**src/rtl/ft245_device_emulator.sv**
```systemverilog
// FTDI-side model of the FT245 asynchronous FIFO interface: RX FIFO fed by a host port and
// drained over RD#, TX FIFO filled over WR# and drained by a host port.
module ft245_device_emulator #(
  parameter int unsigned RX_DEPTH      = 16,
  parameter int unsigned TX_DEPTH      = 16,
  parameter int unsigned RXF_PRECHARGE = 2,
  parameter int unsigned TXE_PRECHARGE = 2
) (
  input  logic       clk,
  input  logic       rst,
  input  logic [7:0] d_in,
  output logic [7:0] d_out,
  output logic       d_oe,
  output logic       rxf_245,
  input  logic       rx_245,
  output logic       txe_245,
  input  logic       wr_245,
  input  logic [7:0] host_tx_data,
  input  logic       host_tx_valid,
  output logic       host_tx_ready,
  output logic [7:0] host_rx_data,
  output logic       host_rx_valid,
  input  logic       host_rx_ready,
  output logic       err_rd,
  output logic       err_wr,
  output logic       err_bus
);

  localparam int unsigned RxAw = $clog2(RX_DEPTH);
  localparam int unsigned TxAw = $clog2(TX_DEPTH);
  localparam int unsigned RxCw = RxAw + 1;
  localparam int unsigned TxCw = TxAw + 1;
  localparam int unsigned RpW  = $clog2(RXF_PRECHARGE + 1);
  localparam int unsigned WpW  = $clog2(TXE_PRECHARGE + 1);

  localparam logic [RxCw-1:0] RxFull = RxCw'(RX_DEPTH);
  localparam logic [TxCw-1:0] TxFull = TxCw'(TX_DEPTH);

  typedef enum logic [1:0] {RIdle, RActive, RPrecharge} rd_state_e;
  typedef enum logic [1:0] {WIdle, WActive, WPrecharge} wr_state_e;

  // Strobe edge detection
  logic r_rd_q, r_wr_q;
  logic w_rd_fall, w_rd_rise, w_wr_fall, w_wr_rise;

  // RX FIFO (host -> FPGA)
  logic [7:0]      r_rx_mem [RX_DEPTH];
  logic [RxAw-1:0] r_rx_wr_ptr, r_rx_rd_ptr;
  logic [RxCw-1:0] r_rx_count, w_rx_count_d;
  logic            w_rx_push, w_rx_pop;

  // TX FIFO (FPGA -> host)
  logic [7:0]      r_tx_mem [TX_DEPTH];
  logic [TxAw-1:0] r_tx_wr_ptr, r_tx_rd_ptr;
  logic [TxCw-1:0] r_tx_count, w_tx_count_d;
  logic            w_tx_push, w_tx_pop;

  // Read FSM
  rd_state_e      r_rd_state, w_rd_state_d;
  logic [RpW-1:0] r_rcnt, w_rcnt_d;
  logic [7:0]     r_d_out, w_d_out_d;
  logic           r_d_oe, w_d_oe_d;
  logic           r_rxf, w_rxf_d;

  // Write FSM
  wr_state_e      r_wr_state, w_wr_state_d;
  logic [WpW-1:0] r_wcnt, w_wcnt_d;
  logic           r_txe, w_txe_d;

  logic r_host_tx_ready, r_host_rx_valid;
  logic r_err_rd, r_err_wr, r_err_bus;

  assign w_rd_fall = r_rd_q & ~rx_245;
  assign w_rd_rise = ~r_rd_q & rx_245;
  assign w_wr_fall = r_wr_q & ~wr_245;
  assign w_wr_rise = ~r_wr_q & wr_245;

  assign w_rx_push = host_tx_valid & r_host_tx_ready;
  assign w_tx_pop  = r_host_rx_valid & host_rx_ready;

  always_comb begin
    w_rx_count_d = r_rx_count;
    case ({w_rx_push, w_rx_pop})
      2'b10:   w_rx_count_d = r_rx_count + RxCw'(1);
      2'b01:   w_rx_count_d = r_rx_count - RxCw'(1);
      default: w_rx_count_d = r_rx_count;
    endcase
  end

  always_comb begin
    w_tx_count_d = r_tx_count;
    case ({w_tx_push, w_tx_pop})
      2'b10:   w_tx_count_d = r_tx_count + TxCw'(1);
      2'b01:   w_tx_count_d = r_tx_count - TxCw'(1);
      default: w_tx_count_d = r_tx_count;
    endcase
  end

  // Read FSM next state and outputs
  always_comb begin
    w_rd_state_d = r_rd_state;
    w_rcnt_d     = r_rcnt;
    w_d_out_d    = r_d_out;
    w_d_oe_d     = r_d_oe;
    w_rx_pop     = 1'b0;
    case (r_rd_state)
      RIdle: begin
        w_d_oe_d = 1'b0;
        if (w_rd_fall && !r_rxf) begin
          w_rx_pop     = 1'b1;
          w_d_out_d    = r_rx_mem[r_rx_rd_ptr];
          w_d_oe_d     = 1'b1;
          w_rd_state_d = RActive;
        end
      end
      RActive: begin
        if (w_rd_rise) begin
          w_d_oe_d     = 1'b0;
          w_rcnt_d     = RpW'(RXF_PRECHARGE);
          w_rd_state_d = RPrecharge;
        end
      end
      RPrecharge: begin
        w_rcnt_d = r_rcnt - RpW'(1);
        if (w_rcnt_d == '0) w_rd_state_d = RIdle;
      end
      default: begin
        w_d_oe_d     = 1'b0;
        w_rd_state_d = RIdle;
      end
    endcase
    // RXF# tracks the post-update level only once the FSM is back in idle.
    w_rxf_d = (w_rd_state_d == RIdle) ? (w_rx_count_d == '0) : 1'b1;
  end

  // Write FSM next state and outputs
  always_comb begin
    w_wr_state_d = r_wr_state;
    w_wcnt_d     = r_wcnt;
    w_tx_push    = 1'b0;
    case (r_wr_state)
      WIdle: begin
        if (w_wr_fall && !r_txe) begin
          w_tx_push    = 1'b1;
          w_wr_state_d = WActive;
        end
      end
      WActive: begin
        if (w_wr_rise) begin
          w_wcnt_d     = WpW'(TXE_PRECHARGE);
          w_wr_state_d = WPrecharge;
        end
      end
      WPrecharge: begin
        w_wcnt_d = r_wcnt - WpW'(1);
        if (w_wcnt_d == '0) w_wr_state_d = WIdle;
      end
      default: w_wr_state_d = WIdle;
    endcase
    w_txe_d = (w_wr_state_d == WIdle) ? (w_tx_count_d == TxFull) : 1'b1;
  end

  always_ff @(posedge clk) begin
    if (!rst) begin
      r_rd_q          <= 1'b1;
      r_wr_q          <= 1'b1;
      r_rx_wr_ptr     <= '0;
      r_rx_rd_ptr     <= '0;
      r_rx_count      <= '0;
      r_tx_wr_ptr     <= '0;
      r_tx_rd_ptr     <= '0;
      r_tx_count      <= '0;
      r_rd_state      <= RIdle;
      r_rcnt          <= '0;
      r_d_out         <= 8'h00;
      r_d_oe          <= 1'b0;
      r_rxf           <= 1'b1;
      r_wr_state      <= WIdle;
      r_wcnt          <= '0;
      r_txe           <= 1'b1;
      r_host_tx_ready <= 1'b0;
      r_host_rx_valid <= 1'b0;
      r_err_rd        <= 1'b0;
      r_err_wr        <= 1'b0;
      r_err_bus       <= 1'b0;
    end else begin
      r_rd_q          <= rx_245;
      r_wr_q          <= wr_245;
      r_rx_count      <= w_rx_count_d;
      r_tx_count      <= w_tx_count_d;
      if (w_rx_push) r_rx_wr_ptr <= r_rx_wr_ptr + RxAw'(1);
      if (w_rx_pop)  r_rx_rd_ptr <= r_rx_rd_ptr + RxAw'(1);
      if (w_tx_push) r_tx_wr_ptr <= r_tx_wr_ptr + TxAw'(1);
      if (w_tx_pop)  r_tx_rd_ptr <= r_tx_rd_ptr + TxAw'(1);
      r_rd_state      <= w_rd_state_d;
      r_rcnt          <= w_rcnt_d;
      r_d_out         <= w_d_out_d;
      r_d_oe          <= w_d_oe_d;
      r_rxf           <= w_rxf_d;
      r_wr_state      <= w_wr_state_d;
      r_wcnt          <= w_wcnt_d;
      r_txe           <= w_txe_d;
      r_host_tx_ready <= (w_rx_count_d != RxFull);
      r_host_rx_valid <= (w_tx_count_d != '0);
      r_err_rd        <= r_err_rd | (w_rd_fall & r_rxf);
      r_err_wr        <= r_err_wr | (w_wr_fall & r_txe);
      r_err_bus       <= r_err_bus | (r_d_oe & ~wr_245);
    end
  end

  // Storage needs no reset; pointers and counts define validity.
  always_ff @(posedge clk) begin
    if (w_rx_push) r_rx_mem[r_rx_wr_ptr] <= host_tx_data;
    if (w_tx_push) r_tx_mem[r_tx_wr_ptr] <= d_in;
  end

  assign d_out         = r_d_out;
  assign d_oe          = r_d_oe;
  assign rxf_245       = r_rxf;
  assign txe_245       = r_txe;
  assign host_tx_ready = r_host_tx_ready;
  assign host_rx_valid = r_host_rx_valid;
  assign host_rx_data  = r_tx_mem[r_tx_rd_ptr];
  assign err_rd        = r_err_rd;
  assign err_wr        = r_err_wr;
  assign err_bus       = r_err_bus;

endmodule

```
**config.mk**
```make
export PLATFORM = sky130hd
export DESIGN_NAME = ft245_device_emulator
export DESIGN_NICKNAME = d
export VERILOG_FILES = /design/src/rtl/ft245_device_emulator.sv
export SDC_FILE = /design/constraint.sdc
export NUM_CORES = 1
export LEC_CHECK = 0
export CAP_MARGIN = 25
export CORE_UTILIZATION = 45
export DETAILED_ROUTE_END_ITERATION = 8
export PLACE_DENSITY_LB_ADDON = 0.2
export SLEW_MARGIN = 20
export SYNTH_ARGS = -nofsm -noshare
export SYNTH_HDL_FRONTEND = slang
export SYNTH_SLANG_ARGS = --single-unit
```
**constraint.sdc**
```tcl
create_clock -name clk -period 6.7 [get_ports clk]
set_clock_uncertainty 0.2 [all_clocks]
set_input_delay 2.01 -clock clk [delete_from_list [all_inputs] [get_ports clk]]
set_output_delay 2.01 -clock clk [all_outputs]
set_load 0.03 [all_outputs]
```
Word-level counts from Yosys, hierarchy flattened

Memory sizes are Yosys's and may differ from the RTL's. A register that Yosys moved wholly into a read port is not among the register bits.
Cells that the tools add are included.

Register bits after elaboration: 44
Memories: 2
Word-level logic and storage cells: 108
Bits of input ports: 22
Memory bits (writable): 256
Output and inout bits: 24

Memory list:

| memory   | depth | bits a word | rd ports | clocked after Yosys merged registers in | wr ports | line | source |
|---|---|---|---|---|---|---|---|
| r_rx_mem | 16    | 8           | 1        | 1                                       | 1        | 47   | `logic [7:0] r_rx_mem [RX_DEPTH];` |
| r_tx_mem | 16    | 8           | 1        | 1                                       | 1        | 53   | `logic [7:0] r_tx_mem [TX_DEPTH];` |

Reduce and logical (&&, ||, !) cells: 21
Eq/ne operators: 12
Mux-type cells: 26
Bitwise logic cells: 17
Add/subtract/negate cells: 10

Operator list:

| cell                                                               | count |
|---|---|
| 5-bit one-hot mux with 2 select lines                              | 2 |
| 4-bit by 1-bit adder with 4-bit output, second input constant      | 4 |
| 2-bit 2-to-1 mux                                                   | 8 |
| 2-bit zero test                                                    | 6 |
| 2-bit one-hot mux with 3 select lines                              | 2 |
| 2-bit AND reduction                                                | 6 |
| 5-bit by 1-bit adder with 5-bit output, second input constant      | 2 |
| 5-bit by 1-bit subtractor with 5-bit output, second input constant | 2 |
| 1-bit bitwise AND                                                  | 9 |
| 1-bit 2-to-1 mux                                                   | 9 |
| 2-bit by 1-bit == test with 1-bit output, second input constant    | 4 |
| 2-bit == test, second input constant                               | 4 |
| 4-bit 2-to-1 mux                                                   | 2 |
| 2-bit one-hot mux with 2 select lines                              | 2 |
| 5-bit == test, second input constant                               | 1 |
| 5-bit zero test                                                    | 1 |
| 5-bit inequality test, second input constant                       | 1 |
| 1-bit inverter                                                     | 5 |
| 5-bit nonzero test                                                 | 1 |
| 2-bit inequality test, second input constant                       | 2 |
| 2-bit nonzero test                                                 | 2 |
| 2-bit by 1-bit subtractor with 2-bit output, second input constant | 2 |
| 1-bit zero test                                                    | 3 |
| 1-bit OR                                                           | 3 |
| other kinds (2)                                                    | 3 |

Longest topological paths before layout

Gate-level depths: netlist of the first run.

Depth after elaboration: 8
Gate-level depth with buffers: 13
Gate-level depth less buffers: 12

Worst setup path before layout of the first run

Ideal clock, no wire load.

Path type: in2reg
From: input wr_245
To: register r_txe, in the netlist txe_245
Library setup time: 74 ps
Buffers on the path: 1
Slack: 2361 ps
Data arrival time: 4064 ps
Cell stages on the path: 12
Required time: 6426 ps
Cell sequence: nor3_2 -> inv_1 -> ha_1 -> clkbuf_1 -> xor2_1 -> ha_1 -> a21oi_1 -> xor2_1 -> nor2_1 -> xnor2_1 -> nand3_1 -> o21ai_0

Longest elaborated chain between the ends: 8
Elaborated cells between the ends (all ways): 15
Those cells by class: 3 x eq/ne; 6 x mux; 3 x bitwise; 3 x reduce/logical

Ends and longest elaborated chain:

| item                                                                             | line | source |
|---|---|---|
| start: declaration                                                               | 17   | `input logic wr_245,` |
| 1-bit inverter                                                                   | 75   | `assign w_wr_fall = r_wr_q & ~wr_245;` |
| 1-bit bitwise AND                                                                | 75   |  |
| 1-bit logical AND                                                                | 143  | `if (w_wr_fall && !r_txe) begin` |
| 1-bit 2-to-1 mux                                                                 | 143  |  |
| 1-bit 2-to-1 mux                                                                 | 141  | `case (r_wr_state)` |
| 2-bit by 1-bit == test with 1-bit output / 2-bit == test (equally long branches) | 92   | `case ({w_tx_push, w_tx_pop})` |
| 5-bit one-hot mux with 2 select lines                                            | 92   |  |
| 5-bit == test                                                                    | 160  | `w_txe_d = (w_wr_state_d == WIdle) ? (w_tx_count_d == TxFull) : 1'b1;` |
| end signal: assignment                                                           | 202  | `r_txe <= w_txe_d;` |
| end: declaration                                                                 | 68   | `logic r_txe, w_txe_d;` |

Several ways; a longest one is shown, not always the timed one.
A chain may end at the register's enable or synchronous reset.

==> flow_summary.yaml, run 1 <==
worst_setup_path:
  crit_path_cell_trace: "buf_12 > mux4_2 > mux4_2 > clkdlybuf4s50_1"
  critical_path_peak_fanout: 20
  cpMostUsedCell: "sky130_fd_sc_hd__mux4_2"
  cp-start-kind: "register"
  critPathBufInv: 2
  crit_slowest_cell: "sky130_fd_sc_hd__dfxtp_2"
  worstPathArrival_ns: 3.14
  slowest_stage_delay_cp_ns: 0.64
  criticalPathCategory: "reg -> out"
  critical-path-top-delay-family: "multiplexers"
  critical_path.endpoint_type: "output port"
  required_ns: 4.49
sta:
  timing.final.crit_period_ns: 5.35
  setup_viol: 0
  worst_hold_slack_ns: 0.270
  max_clock_freq_mhz: 187
  timing_max_transition_violations_final: 0
  fin_crit_sh_pct: 79.9
  hold_viol_final: 0
  timing.max_slew.rel_slack_pct: 34.0
  postLayoutSetupSlackWorst_ns: 1.35
  rsz0062_at_grt: "false"
  worst_slew_pin_slew_ns: 0.984
  setup_tns_ns: 0
cts:
  cts_buffer_depth: 3
  cts_repair_resize_count: 0
  worst_setup_hold_path_clk_slew_ns: 0.06
  cts_tree: "yes"
  clock_insertion_delay_worst_skew_ns: 0.56
  root_cell_of_the_clock_tree: "sky130_fd_sc_hd__clkbuf_16"
  cts.sink_count: 312
  total_setup_buffers_inserted_after_cts: 0
  cts-buffers-inserted: 31
  cts-htree-levels: 1
  postCtsHoldBufs: 0
final_layout:
  area.growth.synth_to_final_pct: 15.4
  final.fill_count: 2084
  multi_input_comb_area_um2: 3270
  antenna_cells_inserted: 0
  layout_commonest_cell: "sky130_fd_sc_hd__edfxtp_1"
  sequential_cell_area_um2: 8810
  drive_above_1_share_pct: 18.9
  stdcell_count: 1114
  finalNetCount: 787
  most_frequent_cells_in_the_layout: "256 x sky130_fd_sc_hd__edfxtp_1, 72 x sky130_fd_sc_hd__mux4_2, 62 x sky130_fd_sc_hd__nor2_1"
floorplan:
  initial_core_utilization_pct: 45.7
  io_pins: 46
  rows: 60
  chipHeight_um: 167
  horizontal_die_dimension_um: 167
  core_area_um2: 26800
  die_area_um2: 27900
placement:
  place.detailed.hpwl_um: 15800
  place.detailed.instances: 1053
  dp_worst_setup_slack_ns: 1.61
  place.gp.congestion: 0.782
  port_buffers: 45
pwr:
  share_clk_of_total_power_pct: 39.1
  p_sw_share_pct: 23.0
  power-per-cell-area_nw_per_um2: 306
  comb_power_share_pct: 10.6
  totalPowerFinal_w: 0.00433
  cell_internal_pwr_w: 0.00334
  leakage_power_total_nw: 4.49
  seq_power_share_pct: 50.3
  power_switching_w: 0.000994
  irDropWorstVdd_uv: 224
routing:
  detail_route.drc_violations: 0
  via_count: 6156
  per_cell_routed_wire_length_um: 22.6
  vias_per_cell: 5.53
  routed-wl-met2_um: 12900
  top_layer: "met4"
  detail_route.first_pass.iterations: 7
  routed_length_on_met1_um: 10600
  drt-initial-drc-count: 546
  wirelength_um: 25100
  route.met3.wl_um: 968
  route.antenna.remaining_nets: 0
yosys:
  synth_simple_gate_area_share_pct: 5.95
  async_reset_ff_share_pct: 0
  post_synth_edffs: 256
  yosysUniqueCellTypes: 46
  ys.warnings.count: 0
  synth.ff_latch_count: 312
  dominantRegCellSynth: "sky130_fd_sc_hd__edfxtp_1"
  combinational_family_with_the_most_area_after_synthesis: "multiplexers"
  synth.net_count: 732
  synthesized_area_fraction_occupied_by_xor_and_xnor_cells_pct: 1.50
  post_synth_fa_ha_maj_area_fraction_pct: 1.74
  netlist_area_um2: 12300
  postSynthAreaPerCell_um2: 17.7
  ys_seq_area_share_pct: 71.9
  synth_compound_gate_area_share_pct: 3.45
  post_synth_mux_area_share_pct: 13.8
  netlist_instances: 693
outcome:
  outcome: "finished, final reports clean"
global_routing:
  grt-ovfl-total: 0
  grt_start_max_net_pins: 36
  overall_global_routing_resource_usage_pct: 18.6
  via_count_of_the_first_global_routing_pass: 6444
  grt_first_pass_wirelength_um: 38700
  antenna_violations_before_repair: 0
worst_hold_path:
  worstHoldPathType: "reg -> reg"
job:
  maxCapViolations: 0
==> path summary, 6_finish.rpt <==
kind                           to          start  slack, ns  depth (start not counted)
setup / recovery  host_rx_data[6]       register       1.35                          4
hold / removal           d_out[5]       d_out[5]       0.27                          2
setup reg to reg    host_rx_valid  r_wr_state[1]       3.50                         10
hold reg to reg          d_out[5]       d_out[5]       0.27                          2
==> cells by family (layout without fill, tap and decap cells) <==
| logic type | Yosys count | count (layout) |
|---|---|---|
| DFF | 312 | 312 |
| and+or+nand+nor | 151 | 151 |
| muxes | 79 | 79 |
| AOI/OAI and AO/OA | 62 | 62 |
| buffers and inverters | 51 | 131 |
| xor gates and xnor gates | 21 | 21 |
| adders and majority gates | 17 | 17 |
==> sequential cells by signal, indices dropped and copies added (netlist names), 2 cells and up, named ones only <==
name	cells
d_out	8
r_rd_state	2
r_tx_rd_ptr	4
r_rx_rd_ptr	4
r_wcnt	2
r_tx_wr_ptr	4
r_rx_wr_ptr	4
r_tx_mem	128
r_rcnt	2
r_rx_mem	128
r_wr_state	2
r_rx_count	5
r_tx_count	5
==> power by group through the flow <==
stage | Sequential, W | Combinational (W) | Clock (W)
detailed placement | 0.00222 | 0.000462 | 0
finish | 0.00218 | 0.000458 | 0.00169
CTS | 0.00218 | 0.000464 | 0.00174
global placement | 0.00223 | 0.000426 | 0
floorplan | 0.00222 | 0.000315 | 0
global route | 0.00218 | 0.000497 | 0.00181
==> Yosys cell counts (10+ instances only) <==
library cell               instances  area (µm²)
sky130_fd_sc_hd__a21oi_1          15        75.1
sky130_fd_sc_hd__clkbuf_1         24        90.1
sky130_fd_sc_hd__dfxtp_1          56        1120
sky130_fd_sc_hd__edfxtp_1        256        7690
sky130_fd_sc_hd__ha_1             17         213
sky130_fd_sc_hd__inv_1            13        48.8
sky130_fd_sc_hd__mux4_2           72        1620
sky130_fd_sc_hd__nand2_1          27         101
sky130_fd_sc_hd__nand2b_1         14        87.6
sky130_fd_sc_hd__nor2_1           64         240
sky130_fd_sc_hd__nor2b_1          10        62.6
sky130_fd_sc_hd__nor3_1           11        55.1
sky130_fd_sc_hd__o22ai_1          10        62.6
sky130_fd_sc_hd__xor2_1           12         105
==> layer usage <==
layer | vias up | GRT usage, %
met5 | - | 0
met4 | 0 | 5.84
met3 | 48 | 2.76
met2 | 140 | 32.5
met1 | 3144 | 24.0
li1 | 2824 | -
==> final cells by class <==
cell class | count | share of cell area (%)
Inverter | 14 | 0.372
Clock buffer | 39 | 5.70
Timing Repair Buffer | 59 | 4.07
Tap cell | 341 | 3.02
Clock inverter | 19 | 1.40
Multi-Input combinational cell | 330 | 23.1
Sequential cell | 312 | 62.3
==> through the flow <==
step	utilization (%)	area, µm²
3_3_place_gp	48.7	13100
2_1_floorplan	-	12300
5_1_grt	52.7	14100
3_5_place_dp	48.9	13100
6_report	52.7	14100
4_1_cts	52.7	14100
==> worst register-to-register path, delay by kind of cell, from the launching register on <==
kind | cells | cell delay, ns
compound gates | 3 | 0.53
xor+xnor | 2 | 0.42
fa+ha+maj | 2 | 0.55
buf+inv | 1 | 0.16
flops | 1 | 0.31
simple gates | 2 | 0.87
No activity file was read; power rests on OpenSTA's default activity.
==> run 2, diff against run 1 <==
- clock period: 6.7 -> 4.6 ns (I/O delays scaled with it)
==> run 2 against run 1 <==
  * Global-route usage down 0.52 points
  * Setup slack worse by 1.1 ns
  * Core utilization up 1.3 points
  * Critical path depth unchanged
  * Hold slack better by 0.0074 ns
  * Non-clock buffer count up 24
  * Largest cell class unchanged
==> flow_summary.yaml, run 2 (synthesis results as in run 1) <==
routing:
  wirelength_um: 24200
  vias_per_cell: 5.49
  drt-initial-drc-count: 476
  detail_route.first_pass.iterations: 5
  detail_route.drc_violations: 0
  route.antenna.remaining_nets: 0
  per_cell_routed_wire_length_um: 21.1
  via_count: 6285
cts:
  clock_insertion_delay_worst_skew_ns: 0.51
  cts_buffer_depth: 3
  cts-htree-levels: 2
  cts_repair_resize_count: 0
  postCtsHoldBufs: 0
  cts_tree: "yes"
  cts.sink_count: 312
  total_setup_buffers_inserted_after_cts: 0
  cts-buffers-inserted: 35
  root_cell_of_the_clock_tree: "sky130_fd_sc_hd__clkbuf_16"
  worst_setup_hold_path_clk_slew_ns: 0.06
sta:
  fin_crit_sh_pct: 95.3
  hold_viol_final: 0
  setup_tns_ns: 0
  rsz0062_at_grt: "false"
  worst_slew_pin_slew_ns: 0.993
  setup_viol: 0
  timing_max_transition_violations_final: 0
  timing.max_slew.rel_slack_pct: 33.7
  max_clock_freq_mhz: 228
  timing.final.crit_period_ns: 4.38
final_layout:
  area.growth.synth_to_final_pct: 18.2
  antenna_cells_inserted: 0
  finalNetCount: 815
  drive_above_1_share_pct: 21.4
  final.fill_count: 2046
  final_core_utilization_pct: 54.0
  most_frequent_cells_in_the_layout: "256 x sky130_fd_sc_hd__edfxtp_1, 72 x sky130_fd_sc_hd__mux4_2, 64 x sky130_fd_sc_hd__nor2_1"
  layout_commonest_cell: "sky130_fd_sc_hd__edfxtp_1"
floorplan:
  die_area_um2: 27900
  core_area_um2: 26800
  rows: 60
  chipHeight_um: 167
  initial_core_utilization_pct: 45.7
  io_pins: 46
  horizontal_die_dimension_um: 167
worst_setup_path:
  crit_slowest_cell: "sky130_fd_sc_hd__clkdlybuf4s50_1"
  slowest_stage_delay_cp_ns: 0.61
  reg2reg_to: "host_tx_ready"
  timing.rr.start: "rxf_245"
  criticalPathCategory: "reg -> out"
  critical-path-top-delay-family: "multiplexers"
  worstPathArrival_ns: 2.80
  worstSetupEndpoint: "host_rx_data[6]"
  critical_path.endpoint_type: "output port"
  critical_path_cell_count: 4
  cpMostUsedCell: "sky130_fd_sc_hd__mux4_2"
  critical_path_peak_fanout: 32
  crit_path_cell_trace: "buf_12 > mux4_2 > mux4_2 > clkdlybuf4s50_1"
  required_ns: 3.02
  cp-start-kind: "register"
  critPathBufInv: 2
  worst-r2r-setup-slack_ns: 1.77
  worstRegToRegCells: 10
job:
  maxCapViolations: 0
worst_hold_path:
  worstHoldPathType: "reg -> reg"
pwr:
  irDropWorstVdd_uv: 324
  leakage_power_total_nw: 4.70
  power-per-cell-area_nw_per_um2: 461
global_routing:
  grt_first_pass_wirelength_um: 38100
  overall_global_routing_resource_usage_pct: 18.1
  via_count_of_the_first_global_routing_pass: 6567
  antenna_violations_before_repair: 0
  grt_start_max_net_pins: 33
  grt-ovfl-total: 0
outcome:
  outcome: "finished, final reports clean"
placement:
  place.gp.congestion: 0.766
  place.detailed.hpwl_um: 15800
  port_buffers: 45
## run 2: per-stage QoR
stage                     hold slack (ns)  std cells  area [µm²]  setup slack (ns)  power [W]
after detailed placement            0.263       1079       13300             0.443    0.00392
after floorplan                     0.237        693       12300             0.891    0.00369
after global placement              0.248       1079       13300             0.592    0.00390
after CTS                           0.280       1143       14500             0.172    0.00675
after global routing                0.289       1144       14500             0.116    0.00692
final                               0.277       1144       14500             0.215    0.00668
## run 2: routing by layer
layer,GRT usage (%),up-vias,wire (µm)
met1,22.8,3209,9960
met5,0,-,0
met2,32.1,153,12700
met4,5.43,0,542
met3,2.99,44,982
li1,-,2879,-
## run 2: worst min-delay path by stage
stage              start         to  slack (ns)  depth (start not counted)
3_3_place_gp   r_wcnt[0]  r_wcnt[0]        0.25                          1
3_5_place_dp      err_rd     err_rd        0.26                          2
6_report          err_rd     err_rd        0.28                          2
2_1_floorplan  r_rcnt[0]  r_rcnt[0]        0.24                          1
4_1_cts           err_rd     err_rd        0.28                          2
5_1_grt        r_wcnt[0]  r_wcnt[0]        0.29                          1
## run 2: power by group
| part | switching, W | internal, W | leakage (nW) |
|---|---|---|---|
| Clock | 0.00110 | 0.00172 | 0.579 |
| Combinational | 0.000351 | 0.000340 | 1.36 |
| Sequential | 0.0000547 | 0.00311 | 2.76 |
## run 2: area by class of cell
class,count,area (µm²),share of cell area (%)
flip-flops and latches,312,8810,60.8
multi-input cells,330,3240,22.4
clock buffers,39,912,6.30
repair buffers,83,761,5.25
well taps,341,427,2.95
clock inverters,25,277,1.91
inverters,14,52.6,0.363
## run 2: worst register-to-register path, stage by stage, from the launching register on
cell and delay [ns]:
sky130_fd_sc_hd__dfxtp_1 0.34, sky130_fd_sc_hd__or3_4 0.42, sky130_fd_sc_hd__nor3_4 0.30, sky130_fd_sc_hd__xor2_1 0.18, sky130_fd_sc_hd__ha_1 0.24, sky130_fd_sc_hd__a21oi_1 0.08, sky130_fd_sc_hd__nor2b_1 0.15, sky130_fd_sc_hd__mux2_2 0.27
sky130_fd_sc_hd__xnor2_1 0.24, sky130_fd_sc_hd__nand3_1 0.11, sky130_fd_sc_hd__o21a_1 0.19
==> run 3, diff against run 2 <==
- clock period: 4.6 -> 4.85 ns (I/O delays scaled with it)
==> run 3 against run 2 <==
  * Setup slack better by 0.12 ns
  * Combinational power fell by 6.1%
  * Sequential power fell by 5%
  * Cell count fell by 2.0%
  * Die area unchanged
  * Clock power fell by 20%
  * Critical path type unchanged
==> flow_summary.yaml, run 3 (synthesis results as in run 1) <==
outcome:
  outcome: "finished, final reports clean"
pwr:
  cell_internal_pwr_w: 0.00458
  p_sw_share_pct: 22.5
  power-per-cell-area_nw_per_um2: 418
  seq_power_share_pct: 50.8
  power_switching_w: 0.00133
  irDropWorstVdd_uv: 292
  share_clk_of_total_power_pct: 38.2
  comb_power_share_pct: 11.0
  leakage_power_total_nw: 4.52
cts:
  cts-htree-levels: 1
  cts_repair_resize_count: 0
  postCtsHoldBufs: 0
  root_cell_of_the_clock_tree: "sky130_fd_sc_hd__clkbuf_16"
  cts_buffer_depth: 3
  cts.sink_count: 312
  total_setup_buffers_inserted_after_cts: 0
  cts-buffers-inserted: 31
  clock_insertion_delay_worst_skew_ns: 0.55
  worst_setup_hold_path_clk_slew_ns: 0.06
  cts_tree: "yes"
job:
  maxCapViolations: 0
floorplan:
  initial_core_utilization_pct: 45.7
  horizontal_die_dimension_um: 167
  io_pins: 46
  rows: 60
  chipHeight_um: 167
  die_area_um2: 27900
  core_area_um2: 26800
final_layout:
  area.growth.synth_to_final_pct: 15.3
  final_core_utilization_pct: 52.7
  final_design_area_no_fill_um2: 14100
  stdcell_count: 1121
  sequential_cell_area_um2: 8810
  drive_above_1_share_pct: 19.2
  multi_input_comb_area_um2: 3240
  finalNetCount: 794
  antenna_cells_inserted: 0
  final.fill_count: 2080
  most_frequent_cells_in_the_layout: "256 x sky130_fd_sc_hd__edfxtp_1, 72 x sky130_fd_sc_hd__mux4_2, 64 x sky130_fd_sc_hd__nor2_1"
  layout_commonest_cell: "sky130_fd_sc_hd__edfxtp_1"
placement:
  dp_worst_setup_slack_ns: 0.622
  place.detailed.hpwl_um: 15800
  place.detailed.instances: 1063
  port_buffers: 45
  placement.cell_area_um2: 13100
  place.gp.congestion: 0.798
worst_setup_path:
  criticalPathCategory: "reg -> out"
  timing.rr.start: "r_wr_state[1]"
  worstPathArrival_ns: 2.86
  crit_slowest_cell: "sky130_fd_sc_hd__clkdlybuf4s50_1"
  slowest_stage_delay_cp_ns: 0.61
  critPathBufInv: 2
  cpMostUsedCell: "sky130_fd_sc_hd__mux4_2"
  cp-start-kind: "register"
  critical_path_peak_fanout: 17
  crit_path_cell_trace: "buf_4 > mux4_2 > mux4_2 > clkdlybuf4s50_1"
  required_ns: 3.19
  critical_path.endpoint_type: "output port"
  critical-path-top-delay-family: "multiplexers"
sta:
  timing.max_slew.rel_slack_pct: 33.8
  hold_viol_final: 0
  rsz0062_at_grt: "false"
  postLayoutSetupSlackWorst_ns: 0.336
  setup_viol: 0
  worst_slew_pin_slew_ns: 0.990
  max_clock_freq_mhz: 222
  fin_crit_sh_pct: 93.1
  timing_max_transition_violations_final: 0
  timing.final.crit_period_ns: 4.51
  setup_tns_ns: 0
worst_hold_path:
  hold_path.startpoint: "err_wr"
  worstHoldPathType: "reg -> reg"
global_routing:
  grt_use_met3_pct: 2.45
  antenna_violations_before_repair: 0
  grt-ovfl-total: 0
  grt_start_max_net_pins: 33
  global_route.usage.met2_pct: 31.5
  use_met1_pct: 22.8
  via_count_of_the_first_global_routing_pass: 6467
  grt_most_used_layer: "met2"
  grt_first_pass_wirelength_um: 37600
  overall_global_routing_resource_usage_pct: 17.6
routing:
  via_count: 6154
  per_cell_routed_wire_length_um: 21.0
  detail_route.first_pass.iterations: 5
  vias_per_cell: 5.49
  drt-initial-drc-count: 415
  route.antenna.remaining_nets: 0
  detail_route.drc_violations: 0
  wirelength_um: 23600
[run 3: changes by cell type in the layout (fill, tap and decap cells not counted)]
cell	delta
sky130_fd_sc_hd__clkbuf_1	+4
sky130_fd_sc_hd__bufinv_16	-5
sky130_fd_sc_hd__clkinv_1	-5
sky130_fd_sc_hd__buf_12	-2
sky130_fd_sc_hd__clkbuf_16	-5
sky130_fd_sc_hd__clkinvlp_4	-2
sky130_fd_sc_hd__clkbuf_8	+9
sky130_fd_sc_hd__buf_4	-15
sky130_fd_sc_hd__clkinv_8	-2
[run 3: cell type report]
cell class / instances / area share, %
repair buffers: 66 / 4.30
multi-input cells: 330 / 22.9
clock buffers: 47 / 6.55
clock inverters: 11 / 0.425
well taps: 341 / 3.02
inverters: 14 / 0.372
flip-flops and latches: 312 / 62.4
[run 3: path summary, 6_finish.rpt]
check	cells after the start	to	slack, ns
setup reg to reg	12	txe_245	2.02
hold reg to reg	2	err_wr	0.27
hold / removal	2	err_wr	0.27
setup / recovery	4	host_rx_data[4]	0.34
[run 3: power by group through the flow]
stage | logic (W) | clock network (W) | registers, W
2_1_floorplan | 0.000435 | 0 | 0.00307
3_3_place_gp | 0.000642 | 0 | 0.00305
3_5_place_dp | 0.000658 | 0 | 0.00306
4_1_cts | 0.000659 | 0.00231 | 0.00300
5_1_grt | 0.000706 | 0.00241 | 0.00301
6_report | 0.000649 | 0.00226 | 0.00300
[run 3: through the flow]
| step | power, W | hold WS [ns] |
|---|---|---|
| CTS | 0.00597 | 0.273 |
| detailed placement | 0.00372 | 0.258 |
| global placement | 0.00370 | 0.249 |
| finish | 0.00591 | 0.269 |
| floorplan | 0.00350 | 0.237 |
| global route | 0.00613 | 0.306 |
[run 3: worst register-to-register path, cell delays in order, from the launching register on]
cell and delay, ns:
sky130_fd_sc_hd__dfxtp_1 0.32, sky130_fd_sc_hd__or3_1 0.38, sky130_fd_sc_hd__nor3_2 0.15, sky130_fd_sc_hd__inv_1 0.08, sky130_fd_sc_hd__ha_1 0.30, sky130_fd_sc_hd__xor2_1 0.20
sky130_fd_sc_hd__ha_1 0.22, sky130_fd_sc_hd__a21oi_1 0.16, sky130_fd_sc_hd__xor2_1 0.17, sky130_fd_sc_hd__nor2_1 0.07, sky130_fd_sc_hd__xnor2_1 0.23, sky130_fd_sc_hd__nand3_1 0.09
sky130_fd_sc_hd__o21ai_0 0.18
[run 3: per-layer routing]
metal / part of all wire, % / wire length [µm] / vias to the layer above
met3: 3.8 / 889 / 33
met5: 0 / 0 / -
met1: 42 / 9910 / 3146
li1: - / - / 2836
met2: 52 / 12300 / 139
met4: 2.0 / 465 / 0
